File: config.mk
export PLATFORM = sky130hd
export DESIGN_NAME = uart_rx_core_flat
export DESIGN_NICKNAME = d
export VERILOG_FILES = /design/src/rtl/uart_pkg.sv /design/src/rtl/uart_rx_core_if.sv /design/src/rtl/uart_baud_tick.sv /design/src/rtl/uart_rx_core.sv /design/src/flat_wrapper.sv
export SDC_FILE = /design/constraint.sdc
export NUM_CORES = 1
export LEC_CHECK = 0
export ABC_CLOCK_PERIOD_IN_PS = 2100
export BUFFER_PORTS_ARGS = -buffer_cell sky130_fd_sc_hd__buf_2
export CAP_MARGIN = 20
export CELL_PAD_IN_SITES_DETAIL_PLACEMENT = 1
export CELL_PAD_IN_SITES_GLOBAL_PLACEMENT = 1
export CORE_MARGIN = 8
export CORE_UTILIZATION = 43
export CTS_CLUSTER_DIAMETER = 80
export DETAILED_ROUTE_END_ITERATION = 8
export GPL_TIMING_DRIVEN = 0
export PLACE_DENSITY = 0.72
export SLEW_MARGIN = 10
export SYNTH_ARGS = -nofsm -noshare
export SYNTH_HDL_FRONTEND = slang
export SYNTH_SLANG_ARGS = --single-unit
File: constraint.sdc
create_clock -name pclk -period 2.1 [get_ports pclk]
set_clock_uncertainty 0.15 [all_clocks]
set_input_delay 0.105 -clock pclk [delete_from_list [all_inputs] [get_ports pclk]]
set_output_delay 0.105 -clock pclk [all_outputs]
set_load 0.01 [all_outputs]
File: src/rtl/uart_pkg.sv
// ============================================================================
//  Module   : uart_pkg
//  Purpose  : Shared types, default constants and helpers for the UART blocks.
//  Contents : rx_state_e   - receiver FSM state encoding
//             c_DEF_*      - default DATA_WIDTH / OVERSAMPLE / DIV_W values
//             parity_calc  - expected parity bit for a (zero-extended) char
//  Revision : 1.0 - initial release
// ============================================================================
`default_nettype none

package uart_pkg;

  localparam int c_DEF_DATA_WIDTH = 8;
  localparam int c_DEF_OVERSAMPLE = 16;
  localparam int c_DEF_DIV_W      = 16;

  // Widest character any UART block supports; narrower characters are
  // zero-extended to this width before parity is computed.
  localparam int c_PAR_MAX_W = 8;

  typedef enum logic [2:0] {
    IDLE   = 3'd0,
    START  = 3'd1,
    DATA   = 3'd2,
    PARITY = 3'd3,
    STOP   = 3'd4
  } rx_state_e;

  // Zero padding does not change an XOR reduction, so one function covers
  // every legal character width. Odd parity is the inverted even parity.
  function automatic logic parity_calc(input logic [c_PAR_MAX_W-1:0] data,
                                       input logic odd);
    return (^data) ^ odd;
  endfunction

endpackage

`default_nettype wire

File: src/rtl/uart_rx_core_if.sv
// ============================================================================
//  Module   : uart_rx_core_if
//  Purpose  : Character valid/ready port of the UART receiver.
//  Signals  : rx_data    - received character, LSB received first
//             rx_valid   - rx_data and error flags are valid
//             rx_ready   - consumer accepts when rx_valid && rx_ready
//             parity_err - parity mismatch for the held character
//             frame_err  - stop bit sampled low for the held character
//  Modports : master (receiver side), slave (consumer side)
//  Revision : 1.0 - initial release
// ============================================================================
`default_nettype none

interface uart_rx_core_if #(
  parameter int DATA_WIDTH = 8
) ();

  logic [DATA_WIDTH-1:0] rx_data;
  logic                  rx_valid;
  logic                  rx_ready;
  logic                  parity_err;
  logic                  frame_err;

  modport master (
    output rx_data,
    output rx_valid,
    output parity_err,
    output frame_err,
    input  rx_ready
  );

  modport slave (
    input  rx_data,
    input  rx_valid,
    input  parity_err,
    input  frame_err,
    output rx_ready
  );

endinterface

`default_nettype wire

File: src/rtl/uart_baud_tick.sv
// ============================================================================
//  Module   : uart_baud_tick
//  Purpose  : Oversample tick generator. A counter runs 0..div and emits a
//             registered one-cycle tick each time it wraps.
//  Ports    : pclk    - system clock
//             areset  - asynchronous, active-high reset
//             div     - pclk cycles per tick, minus 1 (0 = tick every cycle)
//             restart - synchronously clears the counter (phase alignment)
//             tick    - one-cycle pulse per oversample period
//  Revision : 1.0 - initial release
// ============================================================================
`default_nettype none

module uart_baud_tick #(
  parameter int DIV_W = 16
) (
  input  wire              pclk,
  input  wire              areset,
  input  wire [DIV_W-1:0]  div,
  input  wire              restart,
  output logic             tick
);

  logic [DIV_W-1:0] r_cnt;
  logic             r_tick;

  always_ff @(posedge pclk or posedge areset) begin
    if (areset) begin
      r_cnt  <= '0;
      r_tick <= 1'b0;
    end else if (restart) begin
      r_cnt  <= '0;
      r_tick <= 1'b0;
    end else if (r_cnt == div) begin
      r_cnt  <= '0;
      r_tick <= 1'b1;
    end else begin
      r_cnt  <= r_cnt + 1'b1;
      r_tick <= 1'b0;
    end
  end

  assign tick = r_tick;

endmodule

`default_nettype wire

File: src/rtl/uart_rx_core.sv
// ============================================================================
//  Module   : uart_rx_core
//  Purpose  : UART receiver. Synchronizes and oversamples rx, deframes
//             start/data/parity/stop and presents each character on a
//             valid/ready port holding one character plus error status.
//  Ports    : pclk       - system clock
//             areset     - asynchronous, active-high reset
//             baud_div   - pclk cycles per oversample tick, minus 1
//             parity_en  - 1 = parity bit present
//             parity_odd - 1 = odd parity, 0 = even parity
//             rx         - serial line, idle high
//             rx_if      - character port (master side)
//             overrun    - one-cycle pulse: a character was dropped
//             busy       - high whenever the FSM is not IDLE
//  Revision : 1.0 - initial release
// ============================================================================
`default_nettype none

module uart_rx_core
  import uart_pkg::*;
#(
  parameter int DATA_WIDTH = c_DEF_DATA_WIDTH,
  parameter int OVERSAMPLE = c_DEF_OVERSAMPLE,
  parameter int DIV_W      = c_DEF_DIV_W
) (
  input  wire              pclk,
  input  wire              areset,
  input  wire [DIV_W-1:0]  baud_div,
  input  wire              parity_en,
  input  wire              parity_odd,
  input  wire              rx,
  uart_rx_core_if.master   rx_if,
  output logic             overrun,
  output logic             busy
);

  localparam int                c_OS_W      = $clog2(OVERSAMPLE);
  localparam int                c_BIT_W     = $clog2(DATA_WIDTH);
  localparam logic [c_OS_W-1:0] c_HALF_LAST = c_OS_W'(OVERSAMPLE / 2 - 1);
  localparam logic [c_OS_W-1:0] c_FULL_LAST = c_OS_W'(OVERSAMPLE - 1);
  localparam logic [c_BIT_W-1:0] c_LAST_BIT = c_BIT_W'(DATA_WIDTH - 1);

  // --------------------------------------------------------------------------
  // Synchronizer: r_rx_meta -> r_rx_s, plus r_rx_d for edge detection.
  // --------------------------------------------------------------------------
  logic r_rx_meta;
  logic r_rx_s;
  logic r_rx_d;

  always_ff @(posedge pclk or posedge areset) begin
    if (areset) begin
      r_rx_meta <= 1'b1;
      r_rx_s    <= 1'b1;
      r_rx_d    <= 1'b1;
    end else begin
      r_rx_meta <= rx;
      r_rx_s    <= r_rx_meta;
      r_rx_d    <= r_rx_s;
    end
  end

  logic w_fall;
  assign w_fall = r_rx_d & ~r_rx_s;

  // --------------------------------------------------------------------------
  // Tick generator, phase-aligned to the detected start edge.
  // --------------------------------------------------------------------------
  rx_state_e        r_state;
  logic [DIV_W-1:0] r_div;
  logic             w_restart;
  logic             w_tick;

  assign w_restart = (r_state == IDLE) && w_fall;

  uart_baud_tick #(
    .DIV_W (DIV_W)
  ) u_baud_tick (
    .pclk    (pclk),
    .areset  (areset),
    .div     (r_div),
    .restart (w_restart),
    .tick    (w_tick)
  );

  // --------------------------------------------------------------------------
  // Deframing FSM
  // --------------------------------------------------------------------------
  logic [c_OS_W-1:0]     r_os_cnt;
  logic [c_BIT_W-1:0]    r_bit_cnt;
  logic [DATA_WIDTH-1:0] r_shift;
  logic                  r_perr;
  logic                  r_ferr;
  logic                  r_load;
  logic                  r_busy;
  logic [c_PAR_MAX_W-1:0] w_data_ext;
  logic                  w_os_done;

  always_comb begin
    w_data_ext                 = '0;
    w_data_ext[DATA_WIDTH-1:0] = r_shift;
  end

  // Bit-centre sample point for DATA / PARITY / STOP.
  assign w_os_done = w_tick && (r_os_cnt == c_FULL_LAST);

  always_ff @(posedge pclk or posedge areset) begin
    if (areset) begin
      r_state   <= IDLE;
      r_div     <= '0;
      r_os_cnt  <= '0;
      r_bit_cnt <= '0;
      r_shift   <= '0;
      r_perr    <= 1'b0;
      r_ferr    <= 1'b0;
      r_load    <= 1'b0;
      r_busy    <= 1'b0;
    end else begin
      r_load <= 1'b0;
      case (r_state)
        IDLE: begin
          if (w_fall) begin
            r_state  <= START;
            r_busy   <= 1'b1;
            r_div    <= baud_div;
            r_os_cnt <= '0;
          end
        end

        START: begin
          if (w_tick) begin
            if (r_os_cnt == c_HALF_LAST) begin
              r_os_cnt <= '0;
              if (r_rx_s) begin
                // Line went back high before mid-bit: a glitch, not a start.
                r_state <= IDLE;
                r_busy  <= 1'b0;
              end else begin
                r_state   <= DATA;
                r_bit_cnt <= '0;
              end
            end else begin
              r_os_cnt <= r_os_cnt + 1'b1;
            end
          end
        end

        DATA: begin
          if (w_os_done) begin
            r_os_cnt <= '0;
            r_shift  <= {r_rx_s, r_shift[DATA_WIDTH-1:1]};
            if (r_bit_cnt == c_LAST_BIT) begin
              r_perr  <= 1'b0;
              r_state <= parity_en ? PARITY : STOP;
            end else begin
              r_bit_cnt <= r_bit_cnt + 1'b1;
            end
          end else if (w_tick) begin
            r_os_cnt <= r_os_cnt + 1'b1;
          end
        end

        PARITY: begin
          if (w_os_done) begin
            r_os_cnt <= '0;
            r_perr   <= (r_rx_s != parity_calc(w_data_ext, parity_odd));
            r_state  <= STOP;
          end else if (w_tick) begin
            r_os_cnt <= r_os_cnt + 1'b1;
          end
        end

        STOP: begin
          if (w_os_done) begin
            r_os_cnt <= '0;
            r_ferr   <= ~r_rx_s;
            r_load   <= 1'b1;
            r_state  <= IDLE;
            r_busy   <= 1'b0;
          end else if (w_tick) begin
            r_os_cnt <= r_os_cnt + 1'b1;
          end
        end

        default: begin
          r_state <= IDLE;
          r_busy  <= 1'b0;
        end
      endcase
    end
  end

  // --------------------------------------------------------------------------
  // Output buffer: one held character. A load that meets an unaccepted
  // character is dropped (overrun); a load coinciding with an accept wins.
  // --------------------------------------------------------------------------
  logic [DATA_WIDTH-1:0] r_data;
  logic                  r_valid;
  logic                  r_perr_o;
  logic                  r_ferr_o;
  logic                  r_overrun;

  always_ff @(posedge pclk or posedge areset) begin
    if (areset) begin
      r_data    <= '0;
      r_valid   <= 1'b0;
      r_perr_o  <= 1'b0;
      r_ferr_o  <= 1'b0;
      r_overrun <= 1'b0;
    end else begin
      r_overrun <= 1'b0;
      if (r_load) begin
        if (!r_valid || rx_if.rx_ready) begin
          r_data   <= r_shift;
          r_perr_o <= r_perr & parity_en;
          r_ferr_o <= r_ferr;
          r_valid  <= 1'b1;
        end else begin
          r_overrun <= 1'b1;
        end
      end else if (r_valid && rx_if.rx_ready) begin
        r_valid <= 1'b0;
      end
    end
  end

  assign rx_if.rx_data    = r_data;
  assign rx_if.rx_valid   = r_valid;
  assign rx_if.parity_err = r_perr_o;
  assign rx_if.frame_err  = r_ferr_o;
  assign overrun          = r_overrun;
  assign busy             = r_busy;

endmodule

`default_nettype wire

File: src/flat_wrapper.sv
// flat-port wrapper written by rule: the top's interface ports become plain ports
module uart_rx_core_flat import uart_pkg::*;
#(
  parameter int DATA_WIDTH = c_DEF_DATA_WIDTH,
  parameter int OVERSAMPLE = c_DEF_OVERSAMPLE,
  parameter int DIV_W      = c_DEF_DIV_W
)
  (pclk, areset, baud_div, parity_en, parity_odd, rx, overrun, busy, rx_if_rx_data, rx_if_rx_valid, rx_if_parity_err, rx_if_frame_err, rx_if_rx_ready);
  uart_rx_core_if #(.DATA_WIDTH(DATA_WIDTH)) rx_if_i ();
  input  wire pclk;
  input  wire areset;
  input  wire [DIV_W-1:0] baud_div;
  input  wire parity_en;
  input  wire parity_odd;
  input  wire rx;
  output logic overrun;
  output logic busy;
  output wire logic [$bits(rx_if_i.rx_data)-1:0] rx_if_rx_data;
  output wire logic [$bits(rx_if_i.rx_valid)-1:0] rx_if_rx_valid;
  output wire logic [$bits(rx_if_i.parity_err)-1:0] rx_if_parity_err;
  output wire logic [$bits(rx_if_i.frame_err)-1:0] rx_if_frame_err;
  input wire logic [$bits(rx_if_i.rx_ready)-1:0] rx_if_rx_ready;
  assign rx_if_rx_data = rx_if_i.rx_data;
  assign rx_if_rx_valid = rx_if_i.rx_valid;
  assign rx_if_parity_err = rx_if_i.parity_err;
  assign rx_if_frame_err = rx_if_i.frame_err;
  assign rx_if_i.rx_ready = rx_if_rx_ready;
  uart_rx_core #(.DATA_WIDTH(DATA_WIDTH), .OVERSAMPLE(OVERSAMPLE), .DIV_W(DIV_W)) u_core (.pclk(pclk), .areset(areset), .baud_div(baud_div), .parity_en(parity_en), .parity_odd(parity_odd), .rx(rx), .rx_if(rx_if_i), .overrun(overrun), .busy(busy));
endmodule
==> flow_summary.rst, run 1 <==
.. list-table::
   :header-rows: 1

   * - Metric
     - Value
   * - Worst hold margin
     - approximately 0.14 ns
   * - Initial cell density of the core
     - 0.439
   * - I/O Pins
     - 35
   * - # diodes
     - 0
   * - Share of async-settable or async-resettable flops after synthesis
     - 1.00
   * - Global routing usage on met3
     - 0.0254
   * - Max frequency
     - 515 MHz
   * - Root cell of the clock tree
     - sky130_fd_sc_hd__clkbuf_8
   * - Yosys cell types
     - 50
   * - TritonCTS clock tree
     - built
   * - Ys flop type
     - sky130_fd_sc_hd__dfrtp_1
   * - Utilization after layout
     - 0.544
   * - Number of DRC markers after the initial detailed-route iteration
     - 68
   * - Cell Rows
     - 32
   * - Kind of critical path
     - register to register
   * - GRT met1 Usage
     - 0.178
   * - Proportion of netlist area held by the largest area contributor
     - 0.502
   * - Outcome
     - finished, final reports clean
   * - GRT Overall Usage
     - 0.145
   * - Switching Share
     - 0.291
   * - Critical path arrival
     - approximately 2.0 ns
   * - Part of the total power dissipated in combinational logic
     - 0.257
   * - Post-route worst setup slack
     - 0.158 ns
   * - Number of buffers created by CTS
     - 9
   * - Instance area at placement
     - approximately 3700 um^2
   * - Cells taking the most area after synthesis
     - sky130_fd_sc_hd__dfrtp_1 (50%), sky130_fd_sc_hd__mux2_2 (9.1%), sky130_fd_sc_hd__xor2_1 (6.3%)
   * - Residual DRC
     - 0
   * - Post-synth EDFFs
     - 0
   * - Pin count of the biggest net entering global routing
     - 47
   * - Worst ir drop on vdd
     - 0.000540 V
   * - Sw power
     - 1.29 mW
   * - Post-placement setup slack
     - 0.0379 ns
   * - Number of pins exceeding their max-slew limit in the final report
     - 0
   * - Synth Cell Area
     - 3340 um^2
   * - Wire length reported by the detailed router
     - a little over 7000 um
   * - Overall power after layout
     - 4.42 mW
   * - Final layout net count
     - 364
   * - RSZ-0062 raised after global routing
     - no
   * - Synth area leader
     - sky130_fd_sc_hd__dfrtp_1
   * - Clk slew on worst S/H paths
     - 0.08 ns
   * - Fraction of final layout cells sized beyond drive strength 1
     - 0.347
   * - Clock insertion delay at the later pin of the skew report
     - about 0.34 ns
   * - Maximum buffer depth of the clock tree
     - 2
   * - Die area
     - between 10,000 and 15,000 um^2
   * - Busiest layer in global routing
     - met2
   * - Power share of the clock group
     - 0.322
   * - Dominant cell by count in the synthesized netlist
     - sky130_fd_sc_hd__dfrtp_1
   * - Register bit count reported by yosys
     - 70
   * - Placed Cells
     - between 400 and 500
   * - Routed length per instance
     - 16.2 um
   * - Register area share after synthesis
     - 0.526
   * - Die X
     - about 100 um
   * - Type of the tightest min-delay check
     - input port to async pin
   * - Global-route wire length before repair
     - 12,800 um
   * - Setup tns final
     - 0 ns
   * - Most numerous cell types in the synthesized netlist
     - sky130_fd_sc_hd__dfrtp_1 (67), sky130_fd_sc_hd__mux2_2 (27), sky130_fd_sc_hd__nor2_1 (25)
   * - # setup viols final
     - 0
   * - Average size of a mapped cell
     - between 10 and 15 um^2
   * - Routed vias/inst
     - around 5
   * - Element type at the critical path end
     - register
   * - Antenna violations before repair
     - 0
   * - Buffers added on ports
     - 34
   * - Cell Pwr Density
     - roughly 1100 nW/um^2
   * - Internal portion of total power
     - between 3 and 4 mW
   * - Worst slew margin relative to its limit
     - 0.741
   * - Remaining Overflow, GRT
     - 0
   * - Routed via count
     - 2,224
   * - Tmin final
     - between 1.5 and 2 ns
   * - Post-route standard cell area excluding fillers
     - between 4000 and 5000 um^2
   * - Net count of the mapped netlist
     - 298
   * - Part of the cycle the worst path needs
     - 0.925
   * - Std-Cell Core Area
     - around 7600 um^2
   * - Max Cap Violations
     - 0
   * - Number of standard cells in the layout, taps in and fillers out
     - 445
   * - Static leakage power
     - about 2 nW
   * - Sequential group share of total power
     - 0.421
   * - Required time of the critical path
     - approximately 2.2 ns
   * - Max H-tree Level
     - 3
   * - Cells after synthesis
     - 272
   * - Startpoint class of the critical path
     - register
   * - Number of optimization iterations in the first detailed-route pass
     - 4
   * - Area growth from synthesis to layout
     - 24.0%
   * - Vertical die dimension
     - 104 um
   * - Post-route ant nets
     - 0
   * - Slew at the pin closest to its max-slew limit
     - roughly 0.39 ns
   * - Final weighted congestion of routability-driven global placement
     - roughly 0.77
   * - Final Hold Violating Endpoints
     - 0
   * - Yosys warns
     - 0
   * - HPWL Detailed
     - about 5000 um
   * - CP max FO
     - 8
   * - Global routing met2 resource utilization
     - 0.243
   * - TritonCTS Sinks
     - 70
   * - Via count of the first global-routing pass
     - around 2,600
layer usage:
metal | vias up | wire (um)
met5 | - | 0
met4 | 0 | 157
met3 | 12 | 166
met2 | 24 | 3700
met1 | 1124 | 3200
li1 | 1064 | -
repair_timing:
item,in CTS,in global routing
buffers inserted,0,0
endpoints found under the setup margin,0,8
hold endpoints to repair,89,0
gates resized for setup,0,4
hold buffers,20,0
cell type report:
class                   instances  area, um^2
clock buffers                  10         128
fillers                       827        3470
repair buffers                 55         398
plain buffers                   9        87.6
well taps                     102         128
clock inverters                 6         134
inverters                       6        25.0
multi-input cells             187        1480
flip-flops and latches         70        1760
path summary, 6_finish.rpt:
check | endpoint | slack [ns] | start | cells after the start
max | u_core.r_shift[6]$_DFFE_PP0P_ | 0.16 | u_core.r_os_cnt[0]$_DFFE_PP0P_ | 6
max in group asynchronous | u_core.r_rx_d$_DFF_PP1_ | 1.07 | areset | 4
max reg2reg | u_core.r_shift[6]$_DFFE_PP0P_ | 0.16 | u_core.r_os_cnt[0]$_DFFE_PP0P_ | 6
min reg2reg | u_core.r_rx_s$_DFF_PP1_ | 0.21 | u_core.r_rx_meta$_DFF_PP1_ | 0
min | u_core.rx_if.rx_data[1]$_DFFE_PP0P_ | 0.14 | areset | 3
min in group pclk | u_core.r_rx_s$_DFF_PP1_ | 0.21 | u_core.r_rx_meta$_DFF_PP1_ | 0
state kept, by name (all words and copies together) (netlist names), 3 cells and up:
register,flops
u_core.u_baud_tick.r_cnt,16
u_core.r_bit_cnt,3
u_core.r_shift,8
u_core.r_os_cnt,4
u_core.rx_if.rx_data,8
u_core.r_state,3
u_core.r_div,16
power groups by stage:
stage / clock (mW) / sequential (mW) / combinational, mW
floorplan: 0 / 1.83 / 0.887
global placement: 0 / 1.87 / 1.07
global route: 1.52 / 1.90 / 1.27
finish: 1.42 / 1.86 / 1.14
detailed placement: 0 / 1.88 / 1.12
CTS: 1.46 / 1.87 / 1.16
worst max-delay path, cell delays in order, from the launching register on:
cell and delay, ns:
sky130_fd_sc_hd__dfrtp_1 0.40, sky130_fd_sc_hd__ha_2 0.26, sky130_fd_sc_hd__nand3_2 0.14, sky130_fd_sc_hd__nor2_2 0.14, sky130_fd_sc_hd__nand2_2 0.10, sky130_fd_sc_hd__nor2_4 0.26, sky130_fd_sc_hd__mux2_2 0.38
cell families (layout without fill, tap and decap cells):
group | count (synthesis) | in the layout | synth area share
compound gates | 24 | 24 | 0.0585
flops | 70 | 70 | 0.526
xor+xnor | 40 | 40 | 0.107
mux | 35 | 35 | 0.127
simple gates | 84 | 84 | 0.133
buf+inv | 15 | 86 | 0.0330
fa+ha+maj | 4 | 4 | 0.0150
cells in the final DEF (no fill, tap or decap), types with 3 or more instances in the layout:
cell type | synthesis | layout
sky130_fd_sc_hd__a21oi_1 | 3 | 3
sky130_fd_sc_hd__xnor2_1 | 15 | 15
sky130_fd_sc_hd__nor2_1 | 25 | 24
sky130_fd_sc_hd__and3_1 | 3 | 3
sky130_fd_sc_hd__clkbuf_8 | 0 | 9
sky130_fd_sc_hd__nor4_1 | 4 | 4
sky130_fd_sc_hd__xor2_1 | 24 | 24
sky130_fd_sc_hd__inv_1 | 5 | 4
sky130_fd_sc_hd__o21ai_0 | 4 | 4
sky130_fd_sc_hd__dfstp_2 | 3 | 3
sky130_fd_sc_hd__dfrtp_1 | 67 | 67
sky130_fd_sc_hd__bufinv_16 | 0 | 4
sky130_fd_sc_hd__buf_6 | 6 | 6
sky130_fd_sc_hd__nor3_1 | 3 | 3
sky130_fd_sc_hd__nand3_1 | 9 | 8
sky130_fd_sc_hd__dlygate4sd3_1 | 0 | 20
sky130_fd_sc_hd__buf_2 | 1 | 35
sky130_fd_sc_hd__ha_1 | 4 | 3
sky130_fd_sc_hd__nand2_1 | 20 | 19
sky130_fd_sc_hd__mux2_2 | 27 | 27
sky130_fd_sc_hd__mux2_4 | 8 | 8
sky130_fd_sc_hd__nand4_1 | 4 | 4
(Power assumes the default switching activity.)
==> run 2: changes to the inputs <==
Settings changed: CTS_BUF_LIST from default to sky130_fd_sc_hd__clkbuf_8 sky130_fd_sc_hd__clkbuf_16.
==> flow_summary.rst, run 2 (synthesized netlist as in run 1, its figures left out) <==
.. list-table::
   :header-rows: 1

   * - Metric
     - Value
   * - Pin count of the biggest net entering global routing
     - 47 (unchanged)
   * - Wire length reported by the detailed router
     - 7220 um (unchanged)
   * - Instance area at placement
     - 3660 um^2 (unchanged)
   * - Buffers added on ports
     - 34 (unchanged)
   * - Routed vias/inst
     - 5.00 (unchanged)
   * - Final layout net count
     - 364 (unchanged)
   * - Cell Chain, Critical Path
     - ha_2 > nand3_2 > nor2_2 > nand2_2 > nor2_4 > mux2_2
   * - Via count of the first global-routing pass
     - 2,562 (+0.039%)
   * - Routed length per instance
     - 16.2 um (unchanged)
   * - Tmin final
     - 1.94 ns (+0.0000140 ns)
   * - Highest-count cells in the layout ignoring fill and taps
     - sky130_fd_sc_hd__dfrtp_1 (67), sky130_fd_sc_hd__buf_2 (35), sky130_fd_sc_hd__mux2_2 (27)
   * - Std-Cell Core Area
     - 7610 um^2 (unchanged)
   * - Fraction of final layout cells sized beyond drive strength 1
     - 0.347 (unchanged)
   * - Routed via count
     - 2,224 (unchanged)
   * - Die X
     - 104 um (unchanged)
   * - Number of DRC markers after the initial detailed-route iteration
     - 75 (+10%)
   * - Final weighted congestion of routability-driven global placement
     - 0.773 (unchanged)
   * - Static leakage power
     - 2.03 nW (+0.20%)
   * - TritonCTS Sinks
     - 70 (unchanged)
   * - Master of the slowest instance on the critical path
     - sky130_fd_sc_hd__dfrtp_1
   * - Slew at the pin closest to its max-slew limit
     - 0.386 ns (-0.000000477 ns)
   * - Number of buffers and inverters on the critical path
     - 0 (unchanged)
   * - Residual DRC
     - 0 (unchanged)
   * - Worst stage delay on the critical path
     - 0.40 ns (about the same)
   * - Final Hold Violating Endpoints
     - 0 (unchanged)
   * - Remaining Overflow, GRT
     - 0 (unchanged)
   * - Global-route wire length before repair
     - 12,800 um (unchanged)
   * - Required time of the critical path
     - 2.18 ns (about the same)
   * - # setup viols final
     - 0 (unchanged)
   * - Outcome
     - finished, final reports clean
   * - Element type at the critical path end
     - register
   * - Worst ir drop on vdd
     - 0.000540 V (unchanged)
   * - GRT Overall Usage
     - 0.145 (unchanged)
   * - Area growth from synthesis to layout
     - 24.0% (unchanged)
   * - Number of optimization iterations in the first detailed-route pass
     - 4 (unchanged)
   * - Cell Pwr Density
     - 1070 nW/um^2 (-0.10%)
   * - Post-route standard cell area excluding fillers
     - 4140 um^2 (unchanged)
   * - Worst slew margin relative to its limit
     - 0.741 (about the same)
   * - Startpoint class of the critical path
     - register
   * - Critical path arrival
     - 2.02 ns (about the same)
   * - Leading cell type in the layout, fill and taps excluded
     - sky130_fd_sc_hd__dfrtp_1
   * - Utilization after layout
     - 0.544 (unchanged)
   * - HPWL Detailed
     - 5050 um (unchanged)
   * - CP max FO
     - 8 (unchanged)
   * - Vertical die dimension
     - 104 um (unchanged)
   * - Maximum buffer depth of the clock tree
     - 2 (unchanged)
   * - Antenna violations before repair
     - 0 (unchanged)
   * - RSZ-0062 raised after global routing
     - no
   * - Post-CTS repair timing setup buffer count
     - 0 (unchanged)
   * - Root cell of the clock tree
     - sky130_fd_sc_hd__clkbuf_8
   * - Type of the tightest min-delay check
     - input port to async pin
   * - Cell type group with the largest total delay on the critical path
     - simple AND/OR/NAND/NOR gates
   * - Clk slew on worst S/H paths
     - 0.08 ns (about the same)
   * - Post-route ant nets
     - 0 (unchanged)
   * - Die area
     - 10,800 um^2 (unchanged)
   * - Number of pins exceeding their max-slew limit in the final report
     - 0 (unchanged)
   * - Kind of critical path
     - register to register
   * - Part of the cycle the worst path needs
     - 0.925 (about the same)
   * - Number of buffers created by CTS
     - 9 (unchanged)
   * - Initial cell density of the core
     - 0.439 (unchanged)
   * - # diodes
     - 0 (unchanged)
   * - Max Cap Violations
     - 0 (unchanged)
   * - TritonCTS clock tree
     - built
   * - I/O Pins
     - 35 (unchanged)
   * - Overall power after layout
     - 4.42 mW (-0.10%)
   * - Max H-tree Level
     - 3 (unchanged)
   * - Top Registers
     - u_core.r_div (16), u_core.u_baud_tick.r_cnt (16)
   * - Cell Rows
     - 32 (unchanged)
   * - Clock insertion delay at the later pin of the skew report
     - 0.34 ns (about the same)
   * - Max frequency
     - 515 MHz (about the same)
-- run 2: cell count changes in the layout (fill, tap and decap cells not counted) --
cell                       change
sky130_fd_sc_hd__clkbuf_1      -1
sky130_fd_sc_hd__inv_1         +1
-- run 2: worst min-delay path, stage by stage --
cell                            delay (ns)
sky130_fd_sc_hd__dlygate4sd3_1        0.53
sky130_fd_sc_hd__buf_2                0.13
sky130_fd_sc_hd__inv_4                0.27
-- run 2: layout make-up --
| class | instances | area (um^2) |
|---|---|---|
| Buffer | 9 | 87.6 |
| Clock buffer | 9 | 124 |
| Clock inverter | 7 | 138 |
| Fill cell | 827 | 3470 |
| Inverter | 6 | 25.0 |
| Multi-Input combinational cell | 187 | 1480 |
| Sequential cell | 70 | 1760 |
| Tap cell | 102 | 128 |
| Timing Repair Buffer | 55 | 398 |
-- run 2: final timing paths --
check / from / to / slack [ns] / depth (start not counted)
setup / recovery: u_core.r_os_cnt[0]$_DFFE_PP0P_ / u_core.r_shift[6]$_DFFE_PP0P_ / 0.16 / 6
hold / removal: areset / u_core.rx_if.rx_data[1]$_DFFE_PP0P_ / 0.14 / 3
setup reg to reg: u_core.r_os_cnt[0]$_DFFE_PP0P_ / u_core.r_shift[6]$_DFFE_PP0P_ / 0.16 / 6
hold reg to reg: u_core.r_rx_meta$_DFF_PP1_ / u_core.r_rx_s$_DFF_PP1_ / 0.21 / 0
max in group asynchronous: areset / u_core.r_rx_d$_DFF_PP1_ / 1.07 / 4
min in group pclk: u_core.r_rx_meta$_DFF_PP1_ / u_core.r_rx_s$_DFF_PP1_ / 0.21 / 0
-- run 2: metrics by stage --
stage | instances | setup slack [ns] | TNS (ns) | hold slack [ns]
2_1_floorplan | 272 | 0.0818 | 0 | -0.0405
3_3_place_gp | 408 | -0.817 | -55.06 | 0.0616
3_5_place_dp | 409 | 0.0379 | 0 | -0.0413
4_1_cts | 445 | 0.0166 | 0 | 0.131
5_1_grt | 445 | 0.0259 | 0 | 0.172
6_report | 445 | 0.158 | 0 | 0.136
-- run 2: layer usage --
metal,routed length [um],up-vias,GRT usage
met2,3700,24,0.243
li1,-,1064,-
met3,166,12,0.0254
met1,3200,1124,0.178
met4,157,0,0.0662
met5,0,-,0
-- run 2: repair_timing --
action / 4_1_cts / 5_1_grt
gates resized for setup: 0 / 4
hold buffers: 20 / 0
endpoints found under the hold margin: 89 / 0
setup endpoints to repair: 0 / 8
-- run 2: where the power goes --
group	switching (mW)	total, mW	internal (mW)
clock	0.515	1.42	0.905
combinational	0.530	1.14	0.605
sequential	0.243	1.86	1.62
